--- config.mk ---
export PLATFORM = sky130hd
export DESIGN_NAME = frame_read_select
export DESIGN_NICKNAME = d
export VERILOG_FILES = /design/src/rtl/frame_read_select.sv
export SDC_FILE = /design/constraint.sdc
export NUM_CORES = 1
export LEC_CHECK = 0
export ABC_AREA = 1
export CAP_MARGIN = 15
export CORE_AREA = 10 10 82 112
export DETAILED_ROUTE_END_ITERATION = 8
export DIE_AREA = 0 0 92 122
export PLACE_DENSITY = 0.67
export REMOVE_ABC_BUFFERS = 1
export SLEW_MARGIN = 15
export SYNTH_ARGS = -nofsm -noshare
export SYNTH_HDL_FRONTEND = slang
export SYNTH_SLANG_ARGS = --single-unit
--- constraint.sdc ---
create_clock -name clk -period 1.5 [get_ports clk]
set_input_delay 0.3 -clock clk [delete_from_list [all_inputs] [get_ports clk]]
set_output_delay 0.3 -clock clk [all_outputs]
set_load 0.02 [all_outputs]
--- src/rtl/frame_read_select.sv ---
// frame_read_select
// Read-side bank selector and pixel address generator for a ping-pong
// frame buffer. Tracks which bank holds the newest complete frame. On each
// display frame start it locks that bank for the whole read. It then streams
// bank-qualified pixel addresses over a valid/ready handshake.
//
// Ports
//   clk, rst       system clock, asynchronous active-high reset
//   wr_bank        writer's current bank
//   wr_frame_done  pulse: frame in wr_bank (same cycle) is complete
//   rd_start       pulse: request one frame read (vsync)
//   rd_ready       downstream accepts rd_addr
//   rd_valid       rd_addr valid
//   rd_addr        {rd_bank, pixel index}, index = y*H_RES + x
//   rd_eol/rd_eof  last pixel of line / frame (qualified by rd_valid)
//   rd_bank        bank locked for current / most recent read
//   rd_repeat      current read re-uses the previous bank (no new frame)
//   rd_miss        pulse: an rd_start was dropped
//   collision      registered: writer is in the bank being read
module frame_read_select #(
    parameter int H_RES  = 640,
    parameter int V_RES  = 480,
    parameter int ADDR_W = 19
) (
    input  logic              clk,
    input  logic              rst,
    input  logic              wr_bank,
    input  logic              wr_frame_done,
    input  logic              rd_start,
    input  logic              rd_ready,
    output logic              rd_valid,
    output logic [ADDR_W:0]   rd_addr,
    output logic              rd_eol,
    output logic              rd_eof,
    output logic              rd_bank,
    output logic              rd_repeat,
    output logic              rd_miss,
    output logic              collision
);

    localparam int XW = (H_RES > 1) ? $clog2(H_RES) : 1;
    localparam int YW = (V_RES > 1) ? $clog2(V_RES) : 1;

    typedef enum logic {IDLE = 1'b0, READ = 1'b1} state_t;

    state_t            state, state_nxt;
    logic [XW-1:0]     x;
    logic [YW-1:0]     y;
    logic [ADDR_W-1:0] idx;
    logic              have_frame;
    logic              fresh;
    logic              last_bank;

    logic x_last, y_last, xfer, start_ok;

    assign x_last   = (x == XW'(H_RES - 1));
    assign y_last   = (y == YW'(V_RES - 1));
    assign xfer     = (state == READ) && rd_ready;
    // A done on the same cycle as the start counts as an available frame.
    assign start_ok = (state == IDLE) && rd_start && (have_frame || wr_frame_done);

    // ---------------- state register ----------------
    always_ff @(posedge clk or posedge rst) begin
        if (rst) state <= IDLE;
        else     state <= state_nxt;
    end

    // ---------------- next-state logic ----------------
    always_comb begin
        state_nxt = state;
        case (state)
            IDLE: if (start_ok) state_nxt = READ;
            READ: if (xfer && x_last && y_last) state_nxt = IDLE;
            default: state_nxt = IDLE;
        endcase
    end

    // ---------------- output logic ----------------
    always_comb begin
        rd_valid = (state == READ);
        rd_eol   = rd_valid && x_last;
        rd_eof   = rd_valid && x_last && y_last;
        rd_addr  = {rd_bank, idx};
    end

    // ---------------- completion tracking ----------------
    always_ff @(posedge clk or posedge rst) begin
        if (rst) begin
            have_frame <= 1'b0;
            fresh      <= 1'b0;
            last_bank  <= 1'b0;
        end else begin
            if (wr_frame_done) begin
                have_frame <= 1'b1;
                last_bank  <= wr_bank;
            end
            // A start consumes freshness, including a done bypassed
            // straight into this read.
            if (start_ok)           fresh <= 1'b0;
            else if (wr_frame_done) fresh <= 1'b1;
        end
    end

    // ---------------- bank lock and pixel counters ----------------
    always_ff @(posedge clk or posedge rst) begin
        if (rst) begin
            rd_bank   <= 1'b0;
            rd_repeat <= 1'b0;
            x         <= '0;
            y         <= '0;
            idx       <= '0;
        end else if (start_ok) begin
            rd_bank   <= wr_frame_done ? wr_bank : last_bank;
            rd_repeat <= !wr_frame_done && !fresh;
            x         <= '0;
            y         <= '0;
            idx       <= '0;
        end else if (xfer && !(x_last && y_last)) begin
            // The last pixel leaves the counters untouched so rd_addr keeps
            // showing the final address while idle.
            idx <= idx + 1'b1;
            if (x_last) begin
                x <= '0;
                y <= y + 1'b1;
            end else begin
                x <= x + 1'b1;
            end
        end
    end

    // ---------------- status pulses ----------------
    always_ff @(posedge clk or posedge rst) begin
        if (rst) begin
            rd_miss   <= 1'b0;
            collision <= 1'b0;
        end else begin
            rd_miss   <= rd_start && ((state == READ) || (!have_frame && !wr_frame_done));
            collision <= (state == READ) && (wr_bank == rd_bank);
        end
    end

endmodule

==> results of run 1 <==
[power breakdown]
part / leakage, nW / switching [mW] / internal, mW
Combinational: 1.51 / 0.523 / 0.509
Clock: 0.0514 / 0.464 / 0.498
Sequential: 0.596 / 0.175 / 1.38
Total: 2.16 / 1.16 / 2.38
[cell type report]
cell class / instances / area [um2] / area share (%)
tap: 97 / 121 / 2.88
clock inverter: 2 / 37.5 / 0.892
inverter: 30 / 113 / 2.68
timing repair buffer: 112 / 1040 / 24.8
sequential: 46 / 1160 / 27.5
clock buffer: 6 / 72.6 / 1.72
multi-input combinational: 292 / 1670 / 39.6
[worst max-delay path, stage by stage, from the launching register on]
cell     delay, ns
dfrtp_1       0.41
ha_4          0.18
nand3_4       0.09
nor2_4        0.13
nand2_4       0.07
buf_6         0.12
nor2_4        0.11
nor2_4        0.06
nor2_4        0.13
buf_6         0.12
buf_8         0.14
nand2_1       0.06
o21ai_0       0.09
[flip-flops by register name (all words and copies together), names as in the netlist]
register	cells
rd_miss	1
fresh	1
have_frame	1
idx	19
x	10
rd_valid	1
rd_bank	1
y	9
collision	1
last_bank	1
rd_repeat	1
[through the flow]
stage                     util [%]  instance area (um2)  setup slack [ns]
final                         58.3                 4210            -0.298
after global routing          58.3                 4210            -0.429
after CTS                     53.0                 3830            -0.281
after detailed placement      50.4                 3640            -0.444
after global placement        50.4                 3640            -0.405
after floorplan                  -                 2680            -0.429
[placed cells by master (no fill, tap or decap), types with 3 or more instances in the layout]
cell,count
clkbuf_8,5
buf_4,64
dfrtp_1,42
o21ai_2,12
nand3_2,10
nand2_2,18
a21oi_1,10
o21ai_0,6
clkbuf_16,3
o21bai_1,4
nor2_4,5
or2_2,3
nand2_4,13
buf_8,3
buf_6,8
buf_12,4
inv_1,28
xor2_1,5
nand4_1,12
nand3_1,34
dfrtp_2,4
dlygate4sd2_1,23
nand2_1,97
clkdlybuf4s50_1,5
nor2_1,44
[cell usage after synthesis (all sizes together), types with 2 or more instances]
cell,instances
buf,9
nand3b,2
or2,3
dfrtp,46
nor2,50
o21ai,19
nor3,5
a21oi,10
nand3,45
inv,30
ha,3
and2,2
nand2,128
clkbuf,2
xor2,5
o21bai,4
nand4,12
[kinds of logic after synthesis]
| family | synth area share, % |
|---|---|
| AO/OA/AOI/OAI | 7.58 |
| XOR/XNOR | 1.59 |
| adder cells (fa/ha/maj) | 1.36 |
| buffers and inverters | 6.94 |
| flip-flops | 41.8 |
| AND/OR/NAND/NOR | 40.8 |
[timing repair]
action	in CTS	in global routing
setup endpoints to repair	65	42
setup buffers	4	7
resized for setup	57	70
gates cloned	3	4
pin swaps	5	20
[per-layer routing]
metal	vias to the layer above	global-route usage [%]	share of wire, %
met1	1382	14.6	38
met5	-	0	0
met3	26	3.02	5.1
li1	1439	-	-
met4	0	4.55	3.1
met2	81	25.8	54
[worst paths after layout]
path / to / slack, ns / depth (start not counted)
min in group clk: rd_repeat / 0.48 / 2
worst min register to register: rd_repeat / 0.48 / 2
worst max register to register: x[2] / -0.30 / 12
worst max-delay path: x[2] / -0.30 / 12
worst min-delay path: idx[14] / 0.34 / 3
max in group asynchronous: idx[9] / 0.92 / 3
==> results by group, run 1 <==
Floorplan
  • I/O pin count: 33
  • Die X: 92 um
  • # rows: 37
  • Starting Density: roughly two fifths
  • Core area: approximately 7200 um2
  • Chip height: 122 um
  • Die Area: 11200 um2

Clocking
  • Skew-Pair Late Insertion Delay: 0.31 ns
  • CTS Buf Count: 5
  • CTS max path bufs: 2
  • Cts hold-fix bufs: 0
  • H-tree level count: 2
  • CTS clk-pin slew, worst paths: 0.10 ns
  • Root buf cell: clkbuf_8
  • CTS tree: yes
  • CTS sink cnt: between 40 and 50

Synth
  • Top cells by area, synth: dfrtp_1 (42%), nand2_1 (16%), nand3_1 (8.0%)
  • Primary FF master, synth: dfrtp_1
  • Number of synthesized flops with an enable pin: 0
  • Cell taking the most area after synthesis: dfrtp_1
  • Async set-reset flop share out of synthesis: 100%
  • Post-Syn Area: 2760 um2
  • Yosys Warn Count: 0
  • Seq/Total Area, Yosys: 41.8%
  • Area share of the largest cell type after synthesis: between 40% and 50%
  • Synthesized area per cell: 7.29 um2
  • Library cells used by synthesis: 29
  • Cells after Synth: 378
  • Synthesized flop and latch total: 46

STA
  • Crit path time final: between 1.5 and 2 ns
  • Final WS setup: -0.298 ns
  • Hold_ws: 0.335 ns
  • Tightest Pin Transition: 0.329 ns
  • Period utilization: 120%
  • Final Hold Viols: 0
  • Setup TNS: -8.85 ns
  • Fmax: 556 MHz
  • Final-report max-slew violation count: 0
  • RSZ-0062 raised after global routing: yes
  • Max_slew headroom: 77.9%
  • Final number of setup-violating endpoints: 41
  • Clock Skew: 0.0119 ns

Setup path
  • Worst EP arrival: 2.02 ns
  • CP Capture Type: register
  • Worst setup SP type: register
  • Crit-path max FO: 13
  • Reg2reg start: x[1]
  • Kind of critical path: reg2reg
  • CP Launch Point: x[1]
  • CP required: 1.72 ns

Status
  • Status: finished with violations
  • Failing checks: setup timing

Power
  • Power density over the cells: 842 nW/um2
  • Tot Pwr: ~3.5 mW
  • Leak: ~2.2 nW
  • Max VDD drop: roughly 0.00038 V

Layout
  • Fillers: 639
  • Nets: 496
  • Ant diodes: 0
  • Final cell count without fillers: 585
  • Layout area overhead: 52.7%
  • Layout cells sized above 1: 33.6%

Placement
  • Placed cell count: 559
  • Detailed Place HPWL: ~5300 um
  • Buffers on Ports: 32
  • GPL Wtd Cong: 0.833

Detailed routing
  • Antenna-violating nets left: 0
  • Initial DRC Count: ~110
  • Routed vias: 2928
  • Via/cell ratio: 5.01
  • Routed WL per cell: between 10 and 15 um
  • WL final: 8140 um
  • Residual DRC count: 0
  • TritonRoute pass-1 iters: 4

GRT
  • Pin count of the biggest net entering global routing: 47
  • Grt total ovfl: 0
  • Gr usage total: 13.7%
  • Initial antenna violation count: 0
  • First-pass GRT wire length: 12800 um
  • Vias in the first global route: 2729

Job
  • Max_cap viols: 0

Worst hold path
  • Worst hold path type: in2async
No activity file was read; power rests on OpenSTA's default activity.
==> inputs of run 2 (changes only) <==
CTS_CLUSTER_DIAMETER = 150   (was unset)
RECOVER_POWER = 100   (was unset)
==> results by group, run 2 (synthesized netlist as in run 1, its figures left out) <==
Clocking
  • Skew-Pair Late Insertion Delay: 0.31 ns (about the same)
  • CTS clk-pin slew, worst paths: 0.10 ns (about the same)
  • CTS max path bufs: 2 (unchanged)
  • Root buf cell: clkbuf_8
  • Cts hold-fix bufs: 0 (unchanged)
  • CTS Buf Count: 5 (unchanged)
  • CTS sink cnt: 46 (unchanged)
  • CTS tree: yes
  • H-tree level count: 2 (unchanged)

Setup path
  • Reg2reg path depth: 12 (unchanged)
  • Crit-path max FO: 13 (unchanged)
  • CP Capture Type: register
  • CP Launch Point: x[1]
  • Worst EP arrival: 2.02 ns (about the same)
  • Reg2reg start: x[1]
  • Worst setup SP type: register
  • CP required: 1.72 ns (about the same)
  • CP Capture Point: x[2]
  • R2R Setup Slk: -0.30 ns (about the same)
  • Kind of critical path: reg2reg
  • Capturing point of the worst reg2reg path: x[2]

Detailed routing
  • Routed WL per cell: 14.0 um (+0.76%)
  • Via/cell ratio: 5.02 (+0.38%)
  • WL final: 8200 um (+0.76%)
  • Routed vias: 2939 (+0.38%)
  • Antenna-violating nets left: 0 (unchanged)
  • Residual DRC count: 0 (unchanged)
  • Initial DRC Count: 103 (-1.9%)
  • TritonRoute pass-1 iters: 6 (+2)

Power
  • Leak: 2.15 nW (-0.78%)
  • Net Sw Frac: 33.0% (+0.19 points)
  • Power density over the cells: 846 nW/um2 (+0.45%)
  • Clock power frac: 27.3% (+0.2 points)
  • P_sw: 1.16 mW (+0.10%)
  • Internal power: 2.36 mW (-0.75%)
  • Fraction of power consumed by sequential logic: 43.8% (about the same)
  • Combinational Power Share: 28.9% (-0.2 points)
  • Max VDD drop: 0.000383 V (-0.22%)

GRT
  • Initial antenna violation count: 0 (unchanged)
  • Vias in the first global route: 2729 (unchanged)
  • First-pass GRT wire length: 12800 um (unchanged)
  • Pin count of the biggest net entering global routing: 47 (unchanged)
  • Gr usage total: 13.7% (unchanged)
  • Grt total ovfl: 0 (unchanged)

Layout
  • Layout cells sized above 1: 32.4% (-1.2 points)
  • Top reg by flops: idx
  • Biggest regs: idx (19), x (10), y (9)
  • Nets: 496 (unchanged)
  • Post-Layout Inst Area: 4170 um2 (-0.92%)
  • Layout area overhead: 51.2%
  • Commonest non-fill, non-tap cell in the layout: nand2_1
  • Multi-input logic area: 1670 um2 (unchanged)
  • Fillers: 645 (+0.94%)
  • Most frequent cells in the layout: nand2_1 (97), buf_4 (61), dfrtp_1 (45), nor2_1 (44), nand3_1 (34)
  • Max reg flops: 19 (unchanged)
  • Area taken by flip-flops and latches: 1150 um2 (-0.32%)
  • Ant diodes: 0 (unchanged)

Status
  • Failing checks: setup timing
  • Status: finished with violations

STA
  • Period utilization: 120% (about the same)
  • RSZ-0062 raised after global routing: yes
  • Clock Skew: 0.0133 ns (+0.00136 ns)
  • Setup TNS: -8.86 ns (-0.0126 ns)
  • Final Hold Viols: 0 (unchanged)
  • Max_slew headroom: 56.1% (-22 points)
  • Fmax: 556 MHz (about the same)
  • Final WS setup: -0.298 ns (+0.0000720 ns)
  • Crit path time final: 1.80 ns (-0.0000720 ns)
  • Hold_ws: 0.485 ns (+0.150 ns)
  • Final number of setup-violating endpoints: 42 (+2.4%)
  • Final-report max-slew violation count: 0 (unchanged)
  • Tightest Pin Transition: 0.658 ns (+0.329 ns)

Placement
  • Dpl cell area: 3640 um2 (unchanged)
  • Post-Place Worst Slack: -0.444 ns (unchanged)
  • Buffers on Ports: 32 (unchanged)
  • GPL Wtd Cong: 0.833 (unchanged)
  • Detailed Place HPWL: 5350 um (unchanged)

Floorplan
  • # rows: 37 (unchanged)
  • Chip height: 122 um (unchanged)
  • Die Area: 11200 um2 (unchanged)
  • Core area: 7220 um2 (unchanged)
  • Starting Density: 38.2% (unchanged)
  • I/O pin count: 33 (unchanged)
  • Die X: 92 um (unchanged)

Worst hold path
  • Hold Startpoint: rd_repeat
  • Worst hold path type: reg2reg

Job
  • Max_cap viols: 0 (unchanged)
## run 2: changes by cell type in the layout (fill, tap and decap cells not counted), moves of 3 or more
| cell | change |
|---|---|
| dfrtp_2 | -3 |
| clkdlybuf4s50_1 | -3 |
| dlygate4sd3_1 | +3 |
| buf_4 | -3 |
| dfrtp_1 | +3 |
## run 2: worst min path at each step
stage           endpoint  slack (ns)  cells past startpoint
5_1_grt        rd_repeat        0.51                      2
2_1_floorplan  last_bank        0.40                      1
6_report       rd_repeat        0.48                      2
3_5_place_dp   rd_repeat        0.47                      2
4_1_cts          idx[14]        0.35                      3
3_3_place_gp   rd_repeat        0.46                      2
## run 2: worst max-delay path, stage by stage, from the launching register on
cell and delay [ns]:
dfrtp_1 0.41, ha_4 0.18, nand3_4 0.09, nor2_4 0.13
nand2_4 0.07, buf_6 0.13, nor2_4 0.11, nor2_4 0.06
nor2_4 0.13, buf_6 0.12, buf_8 0.14, nand2_1 0.06
o21ai_0 0.09
## run 2: final cells by class
cell class                      count  share of cell area [%]
Clock buffer                        6                    1.74
Tap cell                           97                    2.91
Multi-Input combinational cell    292                    39.9
Sequential cell                    46                    27.6
Clock inverter                      2                   0.900
Inverter                           30                    2.70
Timing Repair Buffer              112                    24.2
## run 2: per-layer routing
| layer | track usage, % | wire length, um | vias up |
|---|---|---|---|
| met1 | 14.6 | 3110 | 1402 |
| met3 | 3.02 | 398 | 21 |
| met5 | 0 | 0 | - |
| li1 | - | - | 1437 |
| met2 | 25.8 | 4460 | 79 |
| met4 | 4.55 | 229 | 0 |
## run 2: per-stage QoR
stage,utilization [%],power (mW),instances
after floorplan,-,2.01,367
after global placement,50.4,2.42,559
after detailed placement,50.4,2.46,559
after CTS,53.0,3.41,574
after global routing,57.7,3.73,585
final,57.7,3.53,585
## run 2: repair_timing
item / 4_1_cts / 5_1_grt
endpoints found under the hold margin: 0 / 0
pin swaps: 5 / 20
setup endpoints to repair: 65 / 42
setup buffers: 4 / 7
resized for setup: 57 / 70
gates cloned: 3 / 4
## run 2: power groups by stage
stage                     Sequential, mW  Combinational (mW)  Clock, mW
after global placement              1.53               0.896          0
after detailed placement            1.53               0.921          0
after global routing                1.56                1.12       1.04
after CTS                           1.51               0.922      0.974
final                               1.55                1.02      0.961
after floorplan                     1.63               0.380          0
==> inputs of run 3 (changes only) <==
PLACE_DENSITY = 0.65   (was 0.67)
clock period = 2.1 ns   (was 1.5 ns; I/O delays follow)
==> results by group, run 3 (synthesized netlist as in run 1, its figures left out) <==
Setup path
  • R2R Setup Slk: 0.17 ns (+0.47 ns)
  • CP Launch Point: x[1]
  • CP required: 1.68 ns (-0.04 ns)
  • Worst setup SP type: register
  • CP Capture Type: output pin
  • Crit-path max FO: 5 (-8)
  • Reg2reg path depth: 11 (-1)
  • Reg2reg start: y[0]
  • Capturing point of the worst reg2reg path: idx[18]
  • CP Capture Point: rd_eof
  • Worst EP arrival: 1.52 ns (-0.50 ns)
  • Kind of critical path: reg2out

Job
  • Max_cap viols: 0 (unchanged)

Layout
  • Top reg by flops: idx
  • Max reg flops: 19 (unchanged)
  • Post-Layout Inst Area: 3330 um2 (-20%)
  • Biggest regs: idx (19), x (10), y (9)
  • Layout area overhead: 20.8%
  • Commonest non-fill, non-tap cell in the layout: nand2_1
  • Ant diodes: 0 (unchanged)
  • Most frequent cells in the layout: nand2_1 (125), dfrtp_1 (46), nor2_1 (45), nand3_1 (44), inv_1 (29)
  • Layout cells sized above 1: 10.7% (-22 points)
  • Fillers: 764 (+18%)
  • Post-layout util: 46.1% (-12 points)
  • Nets: 436 (-12%)

GRT
  • Pin count of the biggest net entering global routing: 39 (-17%)
  • Initial antenna violation count: 0 (unchanged)
  • Vias in the first global route: 2583 (-5.3%)
  • Gr usage total: 12.3% (-1.4 points)
  • Grt total ovfl: 0 (unchanged)
  • First-pass GRT wire length: 11600 um (-9.4%)

Detailed routing
  • Routed vias: 2591 (-12%)
  • Residual DRC count: 0 (unchanged)
  • Antenna-violating nets left: 0 (unchanged)
  • Routed WL per cell: 12.6 um (-10%)
  • Via/cell ratio: 4.94 (-1.8%)
  • WL final: 6600 um (-20%)
  • Initial DRC Count: 118 (+15%)
  • TritonRoute pass-1 iters: 4 (-2)

Clocking
  • CTS clk-pin slew, worst paths: 0.09 ns (about the same)
  • Postcts setup bufs: 0 (-4)
  • CTS tree: yes
  • Skew-Pair Late Insertion Delay: 0.30 ns (about the same)
  • CTS max path bufs: 2 (unchanged)
  • CTS sink cnt: 46 (unchanged)
  • Root buf cell: clkbuf_8
  • H-tree level count: 2 (unchanged)
  • CTS Buf Count: 5 (unchanged)

STA
  • Final number of setup-violating endpoints: 0 (-100%)
  • Final Hold Viols: 0 (unchanged)
  • Final-report max-slew violation count: 0 (unchanged)
  • RSZ-0062 raised after global routing: no
  • Crit path time final: 1.94 ns
  • Clock Skew: 0.00780 ns (-0.00545 ns)
  • Final WS setup: 0.157 ns (+0.455 ns)
  • Fmax: 515 MHz
  • Tightest Pin Transition: 0.646 ns (-0.0117 ns)
  • Setup TNS: 0 ns (+8.86 ns)
  • Max_slew headroom: 56.9% (+0.73 points)
  • Period utilization: between 90% and 100%

Floorplan
  • Die X: 92 um (unchanged)
  • I/O pin count: 33 (unchanged)
  • Die Area: 11200 um2 (unchanged)
  • Starting Density: 38.2% (unchanged)
  • Chip height: 122 um (unchanged)
  • Core area: 7220 um2 (unchanged)
  • # rows: 37 (unchanged)

Worst hold path
  • Worst hold path type: reg2reg

Placement
  • Detailed Place HPWL: 4970 um (-7.1%)
  • Buffers on Ports: 32 (unchanged)
  • Post-Place Worst Slack: 0.0191 ns (+0.463 ns)
  • GPL Wtd Cong: 0.853 (+2.4%)
  • Dpl cell area: 3300 um2 (-9.3%)

Power
  • Leak: 1.64 nW (-23%)
  • Power density over the cells: 645 nW/um2 (-24%)
  • Max VDD drop: 0.000361 V (-5.7%)

Status
  • Status: complete, no violations
run 3: changes by cell type in the layout (fill, tap and decap cells not counted), sizes merged:
| cell | delta |
|---|---|
| bufinv | -1 |
| inv | +1 |
| dlygate4sd3 | +25 |
| clkinv | +1 |
| dlygate4sd2 | -23 |
| buf | -60 |
| clkdlybuf4s15 | -2 |
| nand2 | -1 |
run 3: worst min-delay path by stage:
stage	slack [ns]	cells past startpoint	from	end
finish	0.48	2	rd_repeat	rd_repeat
global route	0.53	2	rd_repeat	rd_repeat
CTS	0.43	2	rst	idx[17]
detailed placement	0.47	2	rd_repeat	rd_repeat
global placement	0.47	2	rd_repeat	rd_repeat
floorplan	0.46	2	have_frame	have_frame
run 3: metrics by stage:
step | cells | hold slack, ns | power (mW)
after floorplan | 367 | 0.460 | 1.43
after global placement | 517 | 0.466 | 1.65
after detailed placement | 517 | 0.466 | 1.66
after CTS | 525 | 0.429 | 2.23
after global routing | 525 | 0.528 | 2.31
final | 525 | 0.478 | 2.15
run 3: timing repair:
item | in CTS | in global routing
hold buffers | 0 | 0
endpoints found under the setup margin | 2 | 2
resized for setup | 5 | 4
cloned | 0 | 0
run 3: layout make-up:
type / count / area, um2 / area share [%]
multi-input combinational: 291 / 1400 / 42.1
sequential: 46 / 1150 / 34.6
timing repair buffer: 53 / 452 / 13.6
tap: 97 / 121 / 3.64
inverter: 30 / 113 / 3.38
clock buffer: 5 / 68.8 / 2.07
clock inverter: 3 / 21.3 / 0.639
run 3: worst max-delay path, stage by stage (launching register included):
cell	delay, ns
dfrtp_1	0.37
ha_1	0.20
nand3_2	0.11
nor2_4	0.13
nand2_4	0.08
nor3_1	0.16
buf_4	0.18
run 3: per-layer routing:
layer  vias up  wire (um)  global-route usage (%)
met3        10        272                    2.89
met1      1227       2750                    13.4
li1       1315          -                       -
met2        39       3450                    22.3
met5         -          0                       0
met4         0        126                    4.84
run 3: report_power, final:
part,internal [mW],switching (mW)
Sequential,0.979,0.120
Clock,0.234,0.315
Combinational,0.225,0.276
Total,1.44,0.710
